**config.mk**
```make
export PLATFORM = sky130hd
export DESIGN_NAME = ball_sequencer
export DESIGN_NICKNAME = d
export VERILOG_FILES = /design/src/rtl/ball_sequencer.sv
export SDC_FILE = /design/constraint.sdc
export NUM_CORES = 1
export LEC_CHECK = 0
export ABC_AREA = 0
export CAP_MARGIN = 20
export CELL_PAD_IN_SITES_DETAIL_PLACEMENT = 0
export CELL_PAD_IN_SITES_GLOBAL_PLACEMENT = 1
export CORE_MARGIN = 5
export CORE_UTILIZATION = 44
export CTS_CLUSTER_DIAMETER = 60
export CTS_CLUSTER_SIZE = 12
export DETAILED_ROUTE_END_ITERATION = 8
export PLACE_DENSITY_LB_ADDON = 0.08
export SYNTH_ARGS = -nofsm -noshare
export SYNTH_HDL_FRONTEND = slang
export SYNTH_SLANG_ARGS = --single-unit
```
**constraint.sdc**
```tcl
create_clock -name clk -period 2.9 [get_ports clk]
set_input_delay 0.435 -clock clk [delete_from_list [all_inputs] [get_ports clk]]
set_output_delay 0.435 -clock clk [all_outputs]
set_load 0.03 [all_outputs]
```
**src/rtl/ball_sequencer.sv**
```systemverilog
// Per-frame ball controller: erase, step position, wait for direction logic, redraw.
// Optional build macro BALL_SEQ_PAUSE_EN adds a pause input that freezes frame counting.
module ball_sequencer #(
    parameter int X_MAX           = 160,
    parameter int Y_MAX           = 120,
    parameter int SIZE            = 4,
    parameter int X_INIT          = 78,
    parameter int Y_INIT          = 58,
    parameter int STEP            = 1,
    parameter int FRAMES_PER_MOVE = 2
) (
`ifdef BALL_SEQ_PAUSE_EN
    input  logic       pause,
`endif
    input  logic       clk,
    input  logic       resetn,
    input  logic       frame_tick,
    input  logic       x_du,
    input  logic       y_du,
    input  logic       plot_ack,
    output logic [9:0] x,
    output logic [9:0] y,
    output logic       plot_req,
    output logic       plot_erase,
    output logic       moved
);

    localparam logic [2:0] S_INIT    = 3'd0;
    localparam logic [2:0] S_WAIT    = 3'd1;
    localparam logic [2:0] S_ERASE   = 3'd2;
    localparam logic [2:0] S_MOVE    = 3'd3;
    localparam logic [2:0] S_SETTLE1 = 3'd4;
    localparam logic [2:0] S_SETTLE2 = 3'd5;
    localparam logic [2:0] S_DRAW    = 3'd6;

    localparam logic [7:0]  LAST_FRAME = 8'(FRAMES_PER_MOVE - 1);
    localparam logic [10:0] STEP_W     = 11'(STEP);
    localparam logic [10:0] X_LIM      = 11'(X_MAX - SIZE);
    localparam logic [10:0] Y_LIM      = 11'(Y_MAX - SIZE);

    logic [2:0] state_q, state_d;
    logic [7:0] cnt_q, cnt_d;
    logic [9:0] x_q, x_d;
    logic [9:0] y_q, y_d;
    logic       pause_w;

`ifdef BALL_SEQ_PAUSE_EN
    assign pause_w = pause;
`else
    assign pause_w = 1'b0;
`endif

    // Clamp to the wall exactly so the direction logic's equality compare always hits.
    function automatic logic [9:0] step_axis(input logic [9:0] pos, input logic du,
                                             input logic [10:0] lim);
        logic [10:0] p;
        logic [10:0] up;
        p  = {1'b0, pos};
        up = p + STEP_W;
        if (du)
            return (up > lim) ? lim[9:0] : up[9:0];
        else
            return (p < STEP_W) ? 10'd0 : 10'(p - STEP_W);
    endfunction

    always_comb begin
        state_d = state_q;
        cnt_d   = cnt_q;
        x_d     = x_q;
        y_d     = y_q;
        case (state_q)
            S_INIT:  state_d = S_DRAW;
            S_WAIT: begin
                if (frame_tick && !pause_w) begin
                    if (cnt_q == LAST_FRAME) begin
                        cnt_d   = 8'd0;
                        state_d = S_ERASE;
                    end else begin
                        cnt_d = cnt_q + 8'd1;
                    end
                end
            end
            S_ERASE: if (plot_ack) state_d = S_MOVE;
            S_MOVE: begin
                x_d     = step_axis(x_q, x_du, X_LIM);
                y_d     = step_axis(y_q, y_du, Y_LIM);
                state_d = S_SETTLE1;
            end
            S_SETTLE1: state_d = S_SETTLE2;
            S_SETTLE2: state_d = S_DRAW;
            S_DRAW:  if (plot_ack) state_d = S_WAIT;
            default: state_d = S_INIT;
        endcase
    end

    always_ff @(posedge clk) begin
        if (!resetn) begin
            state_q <= S_INIT;
            cnt_q   <= 8'd0;
            x_q     <= 10'(X_INIT);
            y_q     <= 10'(Y_INIT);
        end else begin
            state_q <= state_d;
            cnt_q   <= cnt_d;
            x_q     <= x_d;
            y_q     <= y_d;
        end
    end

    assign x          = x_q;
    assign y          = y_q;
    assign plot_req   = (state_q == S_ERASE) || (state_q == S_DRAW);
    assign plot_erase = (state_q == S_ERASE);
    assign moved      = (state_q == S_MOVE);

endmodule

```
### Yosys cells after proc, flatten, opt, wreduce, memory -nomap -nowiden

Index checks and enable logic that the tools add are counted.

* output and inout bits: 23
* bits of input ports: 6
* flip-flop bits (word level): 31

* multiplexer cells: 12
* equal/unequal tests: 11
* magnitude comparators: 4
* $add $sub $neg: 5
* reductions and logical operators: 5

Operators with widths (count)
* $mux 10: 6
* $add 10x1->11 const B: 2
* $lt 10x1->1 const B: 2
* $sub 10x1->10 const B: 2
* $pmux 3 s6: 1
* $mux 3: 4
* $gt 11x7->1 const B: 1
* $gt 11x8->1 const B: 1
* $eq 3x3->1 const B: 3
* $add 8x1->8 const B: 1
* $eq 8x1->1 const B: 1
* $mux 8: 1
* $ne 2x2->1 const B: 4
* $eq 3x2->1 const B: 2
* $reduce_and 4->1: 1
* $eq 3x1->1 const B: 1
* $logic_not 3->1: 1
* $reduce_and 2->1: 1
* $reduce_or 2->1: 1
* $logic_or 1x1->1: 1

### Depth between registers and ports, before layout

* word-level depth: 4
* gate-level depth with buffers: 9

### Least setup slack after synthesis

No wires, ideal clock.

* path kind: reg-to-reg
* start: register y_q[1], in the netlist y[1]
* end: register y_q[4], in the netlist y[4]
* data arrival time: 2.048 ns
* setup time: 0.140 ns
* required time: 2.760 ns
* path buffers: 1
* slack: 0.712 ns
* stages on the path, launching flop included: 8
* path through: dfxtp_1 > ha_1 > clkbuf_1 > a21o_1 > a21oi_1 > o32a_1 > o32ai_1 > a31oi_1

* cells in the longest elaborated chain, start to end: 4
* elaborated cells on any way between the ends: 7
* those cells by class: 2 x add/sub; 2 x order compare; 3 x mux

Ends and longest elaborated chain
* start, declared: line 44 `logic [9:0] y_q, y_d;`
* start signal, assigned: line 101 `y_q <= 10'(Y_INIT);`
* start signal, assigned: line 106 `y_q <= y_d;`
* $add 10x1->11: line 59 `up = p + STEP_W;`
* $gt 11x7->1: line 61 `return (up > lim) ? lim[9:0] : up[9:0];`
* $mux 10: line 61
* $mux 10 (*): line 60 `if (du)`

Mark *: on every way between the ends. The rest lies on a longest branch, timed or not.
A chain may end at the register's enable or synchronous reset.

### Worst setup path after layout

Same ends and word-level chain as after synthesis.

==> impl_metrics.yaml <==
status:
  status: "finished, final reports clean"
route:
  met3_length_um: 306
  drtPass1Iterations: 5
  routed.top_layer: "met4"
  drt_iter0_drc: 86
  viasPerCell: 5.94
  antenna_left: 0
  vias: 2400
  drt-met1-wl_um: 3100
  routedWlPerCell_um: 15.0
  drt-total-wl_um: 6080
  wl_met2_um: 2600
  drc_errors: 0
floorplan:
  core_um2: 5110
  die_area_um2: 6790
  io_pins: 29
  fp-row-count: 26
  start_util_pct: 45.2
  die_x_um: 82.4
  dieHeight_um: 82.4
timing:
  relSlewSlack_pct: 57.5
  fmax_mhz: 438
  final_hold_viol_count: 0
  post-route-period-util_pct: 78.8
  tightest_slew_ps: 636
  setup_violations: 0
  fin_tns_setup_ps: 0
  slew_violations: 0
  rsz0062_at_grt: "no"
  skew_ps: 11.3
  min_period_ps: 2280
  hold_slack_ps: 518
final_layout:
  syn2layout_area_growth_pct: 17.8
  fin_nets: 345
  num_antenna_cells: 0
  postLayoutCoreUtil_pct: 53.2
  fin_area_um2: 2720
  drive_gt1_share_pct: 8.08
  fill_cells: 531
setup_path:
  path_max_fanout: 10
  worstSetupEndpointType: "flip-flop"
  critical_path.endpoint: "y[4]$_SDFFE_PN1P_"
  r2r_slack_ps: 620
  ff2ff_path_depth: 6
  critPathLaunchType: "flip-flop"
  crit_start: "y[1]$_SDFFE_PN1P_"
  cp.required_ps: 3050
  cp.arrival_ps: 2430
  path_class: "flip-flop to flip-flop"
  rr_endpoint: "y[4]$_SDFFE_PN1P_"
  regToRegStartpoint: "y[1]$_SDFFE_PN1P_"
logic_synthesis:
  synth_area_leaders: "dfxtp_1, a21oi_1, nor2_1"
  ys_ff_latch: 31
  synth_fp_nets: 329
  synth_cell_types: 59
  ys.flop_type: "dfxtp_1"
  synth_area_um2: 2310
  synth_top_area_cell: "dfxtp_1"
  synthCells: 317
  yosys_warnings: 0
  synth-async-reset-ratio_pct: 0
  synth_top_area_share_pct: 26.9
  yosysSeqAreaShare_pct: 26.9
  syn_area_per_cell_um2: 7.28
  synth_edf_count: 0
worst_hold_path:
  hp-start: "cnt_q[1]$_SDFFE_PN0P_"
  worstHoldPathType: "flip-flop to flip-flop"
place:
  port_buffers: 28
  placed_area_um2: 2620
  dpl.hpwl_um: 4220
  gp_congestion: 0.821
global_routing:
  antenna_found_initial: 0
  grt_pass1_vias: 2131
  overflow: 0
  grt_use_total_pct: 19.4
  grt_pass1_wl_um: 10300
  grt_max_degree: 32
clock_tree:
  numCtsBuffers: 5
  cts_setup_buffers: 0
  cts_resized: 0
  hold_buffers: 0
  clk_pin_slew_ps: 70
  insertion_delay_ps: 280
  clkSinkCount: 31
  htreeDepth: 2
  cts_buffer_depth: 2
  cts_root_buf: "clkbuf_8"
  cts_tree: "yes"
power:
  vdd_drop_max_mv: 0.287
  p_leak_nw: 0.943
  p_per_area_nw_per_um2: 438
job:
  drv_cap: 0
cells in the mapped netlist (3+ instances only):
cell type	n
nor2b_1	5
xor2_1	6
buf_2	5
nor3_1	13
a21oi_1	26
o211ai_1	5
nor4_1	7
and4_1	3
nand4_1	5
xnor2_1	4
nand2_1	21
nor2_1	32
nand2b_1	3
nand3_1	15
and3_1	6
clkbuf_1	20
o22ai_1	3
or3_1	3
dfxtp_1	31
o21ai_0	20
nand3b_1	4
inv_1	15
a31oi_1	10
nor4b_1	3
ha_1	6
a21o_1	3
o41ai_1	4
final cells by class:
type | instances | area, µm² | share of cell area (%)
Multi-Input combinational cell | 244 | 1520 | 55.8
Tap cell | 70 | 87.6 | 3.22
Clock buffer | 8 | 100 | 3.68
Timing Repair Buffer | 36 | 338 | 12.4
Inverter | 15 | 56.3 | 2.07
Sequential cell | 31 | 621 | 22.8
layout by cell type (no fill, tap or decap), types with 2 or more instances in the layout:
| cell | Yosys | routed |
|---|---|---|
| o41ai_1 | 4 | 4 |
| or3_1 | 3 | 3 |
| a311o_1 | 2 | 2 |
| nor4_1 | 7 | 7 |
| xnor2_1 | 4 | 4 |
| a21o_1 | 3 | 3 |
| nor2b_1 | 5 | 5 |
| nand4bb_1 | 2 | 2 |
| o22ai_1 | 3 | 3 |
| and3_1 | 6 | 6 |
| a31oi_1 | 10 | 10 |
| and4_1 | 3 | 3 |
| a31o_2 | 2 | 2 |
| nor2_1 | 32 | 32 |
| nand3b_1 | 4 | 4 |
| o21ai_0 | 20 | 20 |
| inv_1 | 15 | 15 |
| and4b_1 | 2 | 2 |
| o31a_1 | 2 | 2 |
| dfxtp_1 | 31 | 31 |
| buf_4 | 0 | 9 |
| nand2_1 | 21 | 21 |
| nand4_1 | 5 | 5 |
| nand2b_1 | 3 | 3 |
| a21oi_1 | 26 | 26 |
| o32a_1 | 2 | 2 |
| nor4b_1 | 3 | 3 |
| clkbuf_8 | 0 | 7 |
| xor2_1 | 6 | 6 |
| ha_1 | 6 | 6 |
| nand3_1 | 15 | 15 |
| a211oi_1 | 2 | 2 |
| o211ai_1 | 5 | 5 |
| nor3_1 | 13 | 13 |
| clkdlybuf4s50_1 | 0 | 27 |
per-layer routing:
metal	global-route usage, %	vias up
met5	0	-
li1	-	1215
met3	3.80	9
met4	5.98	0
met2	28.4	66
met1	28.2	1110
worst min-delay path by stage:
stage,end,cells past startpoint,slack (ps)
2_1_floorplan,cnt_q[7]$_SDFFE_PN0P_,2,470
3_5_place_dp,cnt_q[7]$_SDFFE_PN0P_,2,510
3_3_place_gp,cnt_q[7]$_SDFFE_PN0P_,2,500
5_1_grt,cnt_q[1]$_SDFFE_PN0P_,2,540
6_report,cnt_q[1]$_SDFFE_PN0P_,2,520
4_1_cts,cnt_q[1]$_SDFFE_PN0P_,2,520
flip-flops by register name (all words and copies together), names as in the netlist:
signal / flops
cnt_q: 8
state_q: 3
x: 10
y: 10
cells by family after synthesis:
kind of cell	synth area share (%)
buffers and inverters	7.43
AOI/OAI and AO/OA	25.3
xor gates and xnor gates	3.80
DFF	26.9
muxes	0.488
adders and majority gates	3.74
and+or+nand+nor	32.3
report_power, final:
| group | leakage (nW) | switching (mW) | total (mW) | internal (mW) |
|---|---|---|---|---|
| registers | 0.251 | 0.0502 | 0.502 | 0.451 |
| logic | 0.640 | 0.180 | 0.308 | 0.128 |
| clock network | 0.0515 | 0.163 | 0.379 | 0.217 |
worst max-delay path, cell delays in order, from the launching register on:
cell and delay (ps):
dfxtp_1 500, ha_1 370, a21o_1 120, a21oi_1 60, o32a_1 340, o32ai_1 610
a31oi_1 160
metrics by stage:
step                std cells  total power [mW]  worst slack [ps]
floorplan                 317             0.721               712
global placement          396             0.818               646
detailed placement        396             0.818               595
CTS                       404              1.20               657
global route              404              1.26               472
finish                    404              1.19               616
Power figures use the tool's default switching activity.
